<file path="src/rtl/gen_pares_izq_der_if.sv">
`default_nettype none
// ============================================================================
//  Module  : gen_pares_izq_der_if
//  Brief   : Control and valid/ready pair bus of the word-pair generator.
//            master = generator side, slave = consumer / controller side.
//  Rev     : 1.0  initial release
// ============================================================================
interface gen_pares_izq_der_if #(
  parameter int N = 3
);
  logic             start;
  logic [1:0]       rel;
  logic             ready;
  logic [N-1:0]     palabraA;
  logic [N-1:0]     palabraB;
  logic             valid;
  logic             busy;
  logic             done;
  logic [2*N:0]     count;

  modport master (
    input  start, rel, ready,
    output palabraA, palabraB, valid, busy, done, count
  );

  modport slave (
    output start, rel, ready,
    input  palabraA, palabraB, valid, busy, done, count
  );
endinterface
`default_nettype wire

</file>
<file path="src/rtl/gen_pares_izq_der.sv">
`default_nettype none
// ============================================================================
//  Module  : gen_pares_izq_der
//  Brief   : Scans every (A,B) pair of N-bit words, A outer / B inner, and
//            presents the pairs matching the latched relation on a
//            valid/ready handshake. Non-matching pairs cost one cycle each.
//  Rev     : 1.0  initial release
// ============================================================================
module gen_pares_izq_der #(
  parameter int N = 3
) (
  input  wire                  clk,
  input  wire                  rst,
  gen_pares_izq_der_if.master  bus_io
);

  localparam logic [N-1:0] c_max_word = {N{1'b1}};
  localparam logic [N-1:0] c_word_one = {{(N-1){1'b0}}, 1'b1};
  localparam logic [2*N:0] c_cnt_one  = {{(2*N){1'b0}}, 1'b1};

  typedef enum logic [1:0] {
    ST_IDLE = 2'd0,
    ST_RUN  = 2'd1,
    ST_DONE = 2'd2
  } state_t;

  state_t         state_q, state_d;
  logic [N-1:0]   a_q, a_d;
  logic [N-1:0]   b_q, b_d;
  logic [1:0]     rel_q, rel_d;
  logic [2*N:0]   count_q, count_d;

  logic           w_match;
  logic           w_valid;
  logic           w_fire;
  logic           w_advance;
  logic           w_last;

  // Relation test on the current pair, unsigned compare.
  always_comb begin
    w_match = 1'b0;
    unique case (rel_q)
      2'b00:   w_match = (a_q <  b_q);
      2'b01:   w_match = (a_q == b_q);
      2'b10:   w_match = (a_q >  b_q);
      default: w_match = 1'b1;
    endcase
  end

  assign w_valid   = (state_q == ST_RUN) && w_match;
  assign w_fire    = w_valid && bus_io.ready;
  // A matching pair is only left behind once it has been handed over.
  assign w_advance = !w_match || w_fire;
  assign w_last    = (a_q == c_max_word) && (b_q == c_max_word);

  // Next-state logic: scan counters, relation latch, handshake counter.
  always_comb begin
    state_d = state_q;
    a_d     = a_q;
    b_d     = b_q;
    rel_d   = rel_q;
    count_d = count_q;
    unique case (state_q)
      ST_IDLE: begin
        if (bus_io.start) begin
          rel_d   = bus_io.rel;
          a_d     = '0;
          b_d     = '0;
          count_d = '0;
          state_d = ST_RUN;
        end
      end
      ST_RUN: begin
        if (w_fire) begin
          count_d = count_q + c_cnt_one;
        end
        if (w_advance) begin
          if (w_last) begin
            // Final pair: park on (max,max) rather than wrapping.
            state_d = ST_DONE;
          end else begin
            b_d = b_q + c_word_one;
            if (b_q == c_max_word) begin
              a_d = a_q + c_word_one;
            end
          end
        end
      end
      ST_DONE: begin
        state_d = ST_IDLE;
      end
      default: begin
        state_d = ST_IDLE;
      end
    endcase
  end

  // State register with synchronous reset.
  always_ff @(posedge clk) begin
    if (rst) begin
      state_q <= ST_IDLE;
      a_q     <= '0;
      b_q     <= '0;
      rel_q   <= 2'b00;
      count_q <= '0;
    end else begin
      state_q <= state_d;
      a_q     <= a_d;
      b_q     <= b_d;
      rel_q   <= rel_d;
      count_q <= count_d;
    end
  end

  assign bus_io.palabraA = a_q;
  assign bus_io.palabraB = b_q;
  assign bus_io.valid    = w_valid;
  assign bus_io.busy     = (state_q != ST_IDLE);
  assign bus_io.done     = (state_q == ST_DONE);
  assign bus_io.count    = count_q;

endmodule
`default_nettype wire

</file>
<file path="src/flat_wrapper.sv">
// flat-port wrapper written by rule: the top's interface ports become plain ports
module gen_pares_izq_der_flat 
#(
  parameter int N = 3
)
  (clk, rst, bus_io_start, bus_io_rel, bus_io_ready, bus_io_palabraA, bus_io_palabraB, bus_io_valid, bus_io_busy, bus_io_done, bus_io_count);
  gen_pares_izq_der_if #(.N(N)) bus_io_i ();
  input  wire clk;
  input  wire rst;
  input wire logic [$bits(bus_io_i.start)-1:0] bus_io_start;
  input wire logic [$bits(bus_io_i.rel)-1:0] bus_io_rel;
  input wire logic [$bits(bus_io_i.ready)-1:0] bus_io_ready;
  output wire logic [$bits(bus_io_i.palabraA)-1:0] bus_io_palabraA;
  output wire logic [$bits(bus_io_i.palabraB)-1:0] bus_io_palabraB;
  output wire logic [$bits(bus_io_i.valid)-1:0] bus_io_valid;
  output wire logic [$bits(bus_io_i.busy)-1:0] bus_io_busy;
  output wire logic [$bits(bus_io_i.done)-1:0] bus_io_done;
  output wire logic [$bits(bus_io_i.count)-1:0] bus_io_count;
  assign bus_io_i.start = bus_io_start;
  assign bus_io_i.rel = bus_io_rel;
  assign bus_io_i.ready = bus_io_ready;
  assign bus_io_palabraA = bus_io_i.palabraA;
  assign bus_io_palabraB = bus_io_i.palabraB;
  assign bus_io_valid = bus_io_i.valid;
  assign bus_io_busy = bus_io_i.busy;
  assign bus_io_done = bus_io_i.done;
  assign bus_io_count = bus_io_i.count;
  gen_pares_izq_der #(.N(N)) u_core (.clk(clk), .rst(rst), .bus_io(bus_io_i));
endmodule
</file>
<file path="config.mk">
export PLATFORM = sky130hd
export DESIGN_NAME = gen_pares_izq_der_flat
export DESIGN_NICKNAME = d
export VERILOG_FILES = /design/src/rtl/gen_pares_izq_der_if.sv /design/src/rtl/gen_pares_izq_der.sv /design/src/flat_wrapper.sv
export SDC_FILE = /design/constraint.sdc
export NUM_CORES = 1
export LEC_CHECK = 0
export BUFFER_PORTS_ARGS = -buffer_cell sky130_fd_sc_hd__buf_2
export CAP_MARGIN = 20
export CORE_MARGIN = 4
export CORE_UTILIZATION = 35
export CTS_CLUSTER_DIAMETER = 60
export DETAILED_ROUTE_END_ITERATION = 10
export GPL_ROUTABILITY_DRIVEN = 0
export REMOVE_ABC_BUFFERS = 1
export SLEW_MARGIN = 15
export SYNTH_ARGS = -nofsm -noshare
export SYNTH_HDL_FRONTEND = slang
export SYNTH_SLANG_ARGS = --single-unit
</file>
<file path="constraint.sdc">
create_clock -name clk -period 1.95 [get_ports clk]
set_input_delay 0.4875 -clock clk [delete_from_list [all_inputs] [get_ports clk]]
set_output_delay 0.4875 -clock clk [all_outputs]
set_load 0.02 [all_outputs]
</file>
# == Word level (Yosys, flattened, before mapping) ==
# Cells that the tools add are included.
# classes
eq_ne,13
mux,16
order_cmp,2
addsub,3
n_div,0
bitwise_logic,0
mul,0
n_shift,0
n_reduce_logical,14
# op_table
cell,n
$mux 3,6
$mux 7,2
$pmux 7 s2,1
$pmux 3 s2,2
$add 7x1->7 const B,1
$add 3x1->3 const B,2
$eq 3x3->1 const B,2
$mux 2,3
$ne 2x1->1 const B,3
$ne 2x2->1 const B,3
$reduce_and 3->1,2
$reduce_and 5->1,1
$eq 2x1->1 const B,2
$eq 2x2->1 const B,2
$logic_not 2->1,2
$pmux 2 s2,1
$reduce_and 4->1,1
$reduce_bool 2->1,2
$eq 3x3->1,1
$gt 3x3->1,1
$logic_and 1x1->1,3
$lt 3x3->1,1
$pmux 1 s3,1
$reduce_and 2->1,1
other kinds (2),2
# word_totals
rom_bits,0
out_inout_bits,16
regBits,17
memories,0
latchBits,0
ram_bits,0
wordCells,53

# == Depth between registers and ports, before layout ==
# Gate-level depths: netlist of the first run.
# depth
word_depth,7
depth_mapped,8

# == Least setup slack after synthesis of the first run ==
# No wires, ideal clock.
# synth_path
kind,reg2out
from,"register u_core.b_q[2], in the netlist u_core.bus_io.palabraB[2]"
to,output port bus_io_valid
stages_incl_launch_ff,6
path_slack_ns,-0.416
arrival_time_ns,1.878
path_cell_list,dfxtp_1 inv_1 ha_1 and3b_4 o32a_4 a21oi_1
# synth_via
elab_chain_cells,3
# synth_lines
item,line,rtl
start: declaration,gen_pares_izq_der.sv:29,"logic [N-1:0] b_q, b_d;"
start signal: assignment,gen_pares_izq_der.sv:103,b_q <= '0;
start signal: assignment,gen_pares_izq_der.sv:109,b_q <= b_d;
$gt 3x3->1 (tied with other cells),gen_pares_izq_der.sv:45,2'b10: w_match = (a_q > b_q);
$pmux 1 s3 *,gen_pares_izq_der.sv:42,unique case (rel_q)
$logic_and 1x1->1 *,gen_pares_izq_der.sv:50,assign w_valid = (state_q == ST_RUN) && w_match;
end: declaration,flat_wrapper.sv:15,output wire logic [$bits(bus_io_i.valid)-1:0] bus_io_valid;
# Mark *: on every way between the ends. The rest lies on a longest branch, timed or not.

# == Worst setup path in the final report of the first run ==
# Same ends and word-level chain as after synthesis.

==> impl_metrics.ini, run 1 <==
[outcome]
outcome = finished, violations left
violations_in_the_final_reports = setup timing

[final_layout]
antenna_diodes = 0
final_cell_mix = buf_2 (20), buf_4 (17), nor2_1 (13), dfxtp_1 (13), inv_1 (8)
layout.cells.most_common = buf_2
area_growth_pct = 39.6
layout-drive-gt1-share_pct = 46.4
layout.filler_cells = 262
layout.core_utilization_pct = 52.0
final_nets = 168

[yosys]
synthCells = 111
synth.top_cells.by_area = dfxtp_1 (33%), ha_1 (9.6%), nor2_1 (4.7%)
synth_edf_count = 0
yosys_warnings = 0
ys_seq_elements = 17
synth.lib_cells_used.distinct = 38
postSynth.asyncResetShare_pct = 0
synth_area_leader_cell = dfxtp_1
synth.top_cell.area_share_pct = 32.6
synth_seq_area_share_pct = 32.6
syn_avg_cell_area_um2 = 9.41
synth_area_um2 = 1040
synthFlopType = dfxtp_1

[sta]
post_route_clock_skew_ns = 0.00614
setup_violations = 16
fin_setup_tns_ns = -2.19
maxSlewHeadroom_pct = 66.4
final_period_minus_worst_setup_slack_ns = 2.24
drv_slew = 0
slew_at_the_pin_closest_to_its_max_slew_limit_ns = 0.502
layout_worst_path_cycle_share_pct = 115
hold_viol = 0
setup_repair_after_global_routing_missed_its_margin = true
fmax_ghz = 0.447
worst_slack_ns = -0.286

[routing]
dr_vias = 990
drt_pass1_iterations = 4
detail_route.wl_per_cell_um = 14.6
number_of_remaining_drc_errors = 0
route.antenna.remaining_nets = 0
avgViaCountPerCell = 5.38
routed_wl_um = 2690
drt-initial-drc-count = 28

[die]
start_util_pct = 37.2
die_area_um2 = 3920
die_h_um = 62.6
placeableCoreArea_um2 = 2810
rows = 19
floorplan.io_pins = 22
floorplan.die.width_um = 62.6

[worst_setup_path]
crit_path_start_kind = register
crit_path_dat_ns = 1.75
crit_path_top_delay_cell = o32a_4
critPathCaptureType = output pin
critPathKind = register to output pin
critical-path-top-delay-family = compound AO/OA/AOI/OAI gates
path_buf_inv = 2
critical_path.max_fanout = 3
worstPathRequired_ns = 1.46
critical_path.cell_chain = inv_2 -> ha_4 -> a21o_1 -> o32a_4 -> a21oi_4 -> buf_6
critical-path-max-stage-delay_ns = 0.38

[global_routing]
globalRouteOverflowTotal = 0
antenna_found_initial = 0
grt_use_total_pct = 14.3
grt_pass1_vias = 957
wire_length_of_the_first_global_routing_pass_um = 4500
grt_start_max_net_pins = 19

[power_and_ir_drop]
power_leakage_nw = 0.646
power-per-cell-area_nw_per_um2 = 485
worst_ir_drop_vdd_mv = 0.317

[clocking]
cts_buffer_depth = 2
clk_transition_reported_paths_ns = 0.11
ctsRootBufferMaster = clkbuf_4
cts_tree = done
number_of_clock_buffers_inserted_by_tritoncts = 3
clock_latency_of_the_later_clocked_register_in_the_worst_skew_pair_ns = 0.30
cts.htree.levels = 1
clock_sinks = 17
cts-hold-fix-buffers = 0

[place]
dp_hpwl_um = 1840
portBuffers = 21

[worst_hold_path]
hold_crit_class = input port to register

[run]
drv.max_cap_violation_count = 0
-- worst register-to-register path, stage by stage, from the launching register on --
cell and delay (ns):
dfxtp_2 0.35, inv_2 0.04, ha_4 0.21, a21o_1 0.20, o32a_4 0.38, buf_4 0.16
a211oi_4 0.33, buf_4 0.18, nor2_2 0.05, o32ai_2 0.20
-- worst paths after layout --
check / from / endpoint / slack [ns] / depth (start not counted)
worst max register to register: u_core.bus_io.palabraB[2]$_SDFFE_PP0P_ / u_core.bus_io.palabraA[2]$_SDFFE_PP0P_ / -0.22 / 9
worst min register to register: u_core.bus_io.count[6]$_SDFFE_PP0P_ / u_core.bus_io.count[6]$_SDFFE_PP0P_ / 0.49 / 2
worst min-delay path: bus_io_rel[0] / u_core.rel_q[0]$_SDFFE_PP0P_ / 0.43 / 3
worst max-delay path: u_core.bus_io.palabraB[2]$_SDFFE_PP0P_ / bus_io_valid / -0.29 / 6
-- synth_stat cells (3+ instances only) --
cell,n
nand4_1,3
ha_1,8
nand2b_1,3
nand3_1,4
nand2_1,4
nor2_1,13
a21oi_1,5
mux2i_1,4
inv_1,9
dfxtp_1,17
xnor2_1,4
o21ai_0,5
-- final cells by class --
type / instances / area [um2] / share of cell area, %
flip-flops and latches: 17 / 345 / 23.7
inverters: 9 / 33.8 / 2.32
multi-input cells: 82 / 742 / 50.9
well taps: 31 / 38.8 / 2.66
repair buffers: 41 / 273 / 18.7
clock buffers: 4 / 26.3 / 1.80
-- through the flow --
stage / hold slack (ns) / instance area, um2 / power (mW) / setup slack, ns / std cells
floorplan: 0.475 / 1030 / 0.442 / -0.416 / 108
CTS: 0.422 / 1410 / 0.705 / -0.321 / 181
finish: 0.426 / 1460 / 0.708 / -0.286 / 184
global placement: 0.455 / 1280 / 0.487 / -0.191 / 175
detailed placement: 0.479 / 1280 / 0.489 / -0.213 / 175
global route: 0.415 / 1460 / 0.738 / -0.338 / 184
-- power by group --
group          total (mW)  leakage [nW]  switching, mW  internal, mW
sequential          0.362         0.140        0.00812         0.354
combinational       0.146         0.491         0.0802        0.0655
clock               0.200        0.0150          0.121        0.0797
total               0.708         0.646          0.209         0.499
-- state kept, by name, indices dropped and copies added, names as in the netlist --
register,cells
u_core.bus_io.palabraB,3
u_core.rel_q,2
u_core.bus_io.palabraA,3
u_core.state_q,2
u_core.bus_io.count,7
-- cell families after synthesis --
family / Yosys count / share of synthesized area (%)
muxes: 4 / 3.83
and+or+nand+nor: 42 / 22.9
DFF: 17 / 32.6
buffers and inverters: 12 / 5.03
xor gates and xnor gates: 4 / 3.35
adders and majority gates: 8 / 9.58
AOI/OAI and AO/OA: 24 / 22.8
-- layer usage --
layer	part of all wire (%)	GRT usage, %	vias to the layer above	wire (um)
met5	0	0	-	0
met1	44	16.7	469	1190
met2	50	24.5	29	1330
met3	4.7	4.14	4	126
li1	-	-	488	-
met4	1.3	5.51	0	36
-- what timing repair did --
action | 4_1_cts | 5_1_grt
pin swaps | 15 | 5
cloned | 0 | 0
setup endpoints to repair | 16 | 16
setup buffers | 2 | 3
resized for setup | 18 | 8
No activity file was read; power rests on OpenSTA's default activity.
==> inputs of run 2 (changes only) <==
Settings changed: BUFFER_PORTS_ARGS -buffer_cell sky130_fd_sc_hd__buf_2 to default, DONT_BUFFER_PORTS from default to 1.
==> run 2 against run 1 <==
The flow still finishes with violations (setup timing); die area stayed put; critical path depth stayed put; cell area is 11% lower; via count is 9.6% lower; critical path type unchanged; total power is 5.7% lower; setup slack better by 0.017 ns.
==> impl_metrics.ini, run 2 (same netlist as run 1, synthesis figures left out) <==
[outcome]
outcome = finished, violations left
violations_in_the_final_reports = setup timing

[routing]
route.antenna.remaining_nets = 0
drt_pass1_iterations = 4
detail_route.wl_per_cell_um = 14.7
routed_wl_um = 2400
number_of_remaining_drc_errors = 0
drt-initial-drc-count = 42
avgViaCountPerCell = 5.49
dr_vias = 895

[global_routing]
grt_use_total_pct = 13.1
antenna_found_initial = 0
grt_pass1_vias = 898
globalRouteOverflowTotal = 0
grt_start_max_net_pins = 19
wire_length_of_the_first_global_routing_pass_um = 4190

[power_and_ir_drop]
power_frac_seq_pct = 54.1
clock_share_of_power_pct = 28.3
worst_ir_drop_vdd_mv = 0.293
switching_share_pct = 27.0
total_power_mw = 0.667
netSwitchingPower_mw = 0.180
combPwrFrac_pct = 17.5
power_leakage_nw = 0.522
power-per-cell-area_nw_per_um2 = 514
internal_power_mw = 0.487

[sta]
slew_at_the_pin_closest_to_its_max_slew_limit_ns = 0.404
maxSlewHeadroom_pct = 73.0
hold-worst-slack_ns = 0.249
fmax_ghz = 0.451
worst_slack_ns = -0.269
final_period_minus_worst_setup_slack_ns = 2.22
drv_slew = 0
layout_worst_path_cycle_share_pct = 114
hold_viol = 0
setup_violations = 14
setup_repair_after_global_routing_missed_its_margin = true
post_route_clock_skew_ns = 0.00972
fin_setup_tns_ns = -1.70

[place]
placedCellCount = 156
place_area_um2 = 1190
place_worst_setup_slack_ns = -0.229
portBuffers = 0
dp_hpwl_um = 1910

[worst_setup_path]
worstPathRequired_ns = 1.46
critPathKind = register to output pin
critical-path-max-stage-delay_ns = 0.37
crit_path_top_delay_cell = o32a_4
critPathCaptureType = output pin
crit_path_dat_ns = 1.73
crit_path_start_kind = register
critical_path.cell_chain = inv_2 -> ha_4 -> a21o_1 -> o32a_4 -> a21oi_2 -> buf_4
critical_path.max_fanout = 4

[die]
die_area_um2 = 3920
die_h_um = 62.6
floorplan.die.width_um = 62.6
start_util_pct = 37.2
placeableCoreArea_um2 = 2810
rows = 19
floorplan.io_pins = 22

[worst_hold_path]
hold_crit_class = input port to register

[run]
drv.max_cap_violation_count = 0

[clocking]
clock_sinks = 17
clk_transition_reported_paths_ns = 0.10
cts_tree = done
clock_latency_of_the_later_clocked_register_in_the_worst_skew_pair_ns = 0.29
cts_buffer_depth = 2
number_of_clock_buffers_inserted_by_tritoncts = 3
cts.htree.levels = 1
ctsRootBufferMaster = clkbuf_4

[final_layout]
final_cell_area_um2 = 1300
layout-drive-gt1-share_pct = 34.1
final_nets = 147
antenna_diodes = 0
layout.filler_cells = 276
multiInputGateArea_um2 = 693
layoutNonFillerInstCount = 163
layout.core_utilization_pct = 46.3
layout.cells.most_common = buf_4
final_cell_mix = buf_4 (17), nor2_1 (13), dfxtp_1 (13)
seqCellArea_um2 = 345
largest_register_ff_count = 7
area_growth_pct = 24.3
-- run 2: cell type report --
class / count / share of cell area (%)
Inverter: 9 / 2.60
Sequential cell: 17 / 26.6
Timing Repair Buffer: 20 / 12.4
Clock buffer: 4 / 2.02
Tap cell: 31 / 2.99
Multi-Input combinational cell: 82 / 53.4
-- run 2: path summary, 6_finish.rpt --
check	startpoint	to	slack, ns	cells past startpoint
worst min-delay path	rst	u_core.bus_io.count[1]$_SDFFE_PP0P_	0.25	1
worst min register to register	u_core.rel_q[0]$_SDFFE_PP0P_	u_core.rel_q[0]$_SDFFE_PP0P_	0.53	2
worst max-delay path	u_core.bus_io.palabraB[2]$_SDFFE_PP0P_	bus_io_valid	-0.27	6
worst max register to register	u_core.bus_io.palabraB[2]$_SDFFE_PP0P_	u_core.bus_io.palabraA[2]$_SDFFE_PP0P_	-0.16	9
-- run 2: power by group through the flow --
stage | logic, mW | registers [mW] | clock network [mW]
after detailed placement | 0.105 | 0.369 | 0
after CTS | 0.114 | 0.361 | 0.200
after global placement | 0.103 | 0.369 | 0
after floorplan | 0.0711 | 0.371 | 0
final | 0.117 | 0.361 | 0.189
after global routing | 0.129 | 0.362 | 0.212
-- run 2: what timing repair did --
item	CTS	global route
endpoints found under the setup margin	16	16
resized for setup	10	4
pin swaps	7	4
hold buffers	0	0
endpoints found under the hold margin	0	0
buffers inserted	3	0
-- run 2: metal layers --
| layer | vias to the layer above | wire length, um | global-route usage, % | part of all wire (%) |
|---|---|---|---|---|
| met2 | 31 | 1190 | 22.9 | 50 |
| met4 | 0 | 14 | 2.48 | 0.58 |
| met3 | 2 | 212 | 5.58 | 8.8 |
| met5 | - | 0 | 0 | 0 |
| met1 | 420 | 982 | 15.0 | 41 |
| li1 | 442 | - | - | - |
-- run 2: critical path: cells and delay by family, from the launching register on --
| family | cells | cell delay (ns) |
|---|---|---|
| adders and majority gates | 1 | 0.22 |
| buffers and inverters | 2 | 0.19 |
| AOI/OAI and AO/OA | 3 | 0.70 |
| DFF | 1 | 0.34 |
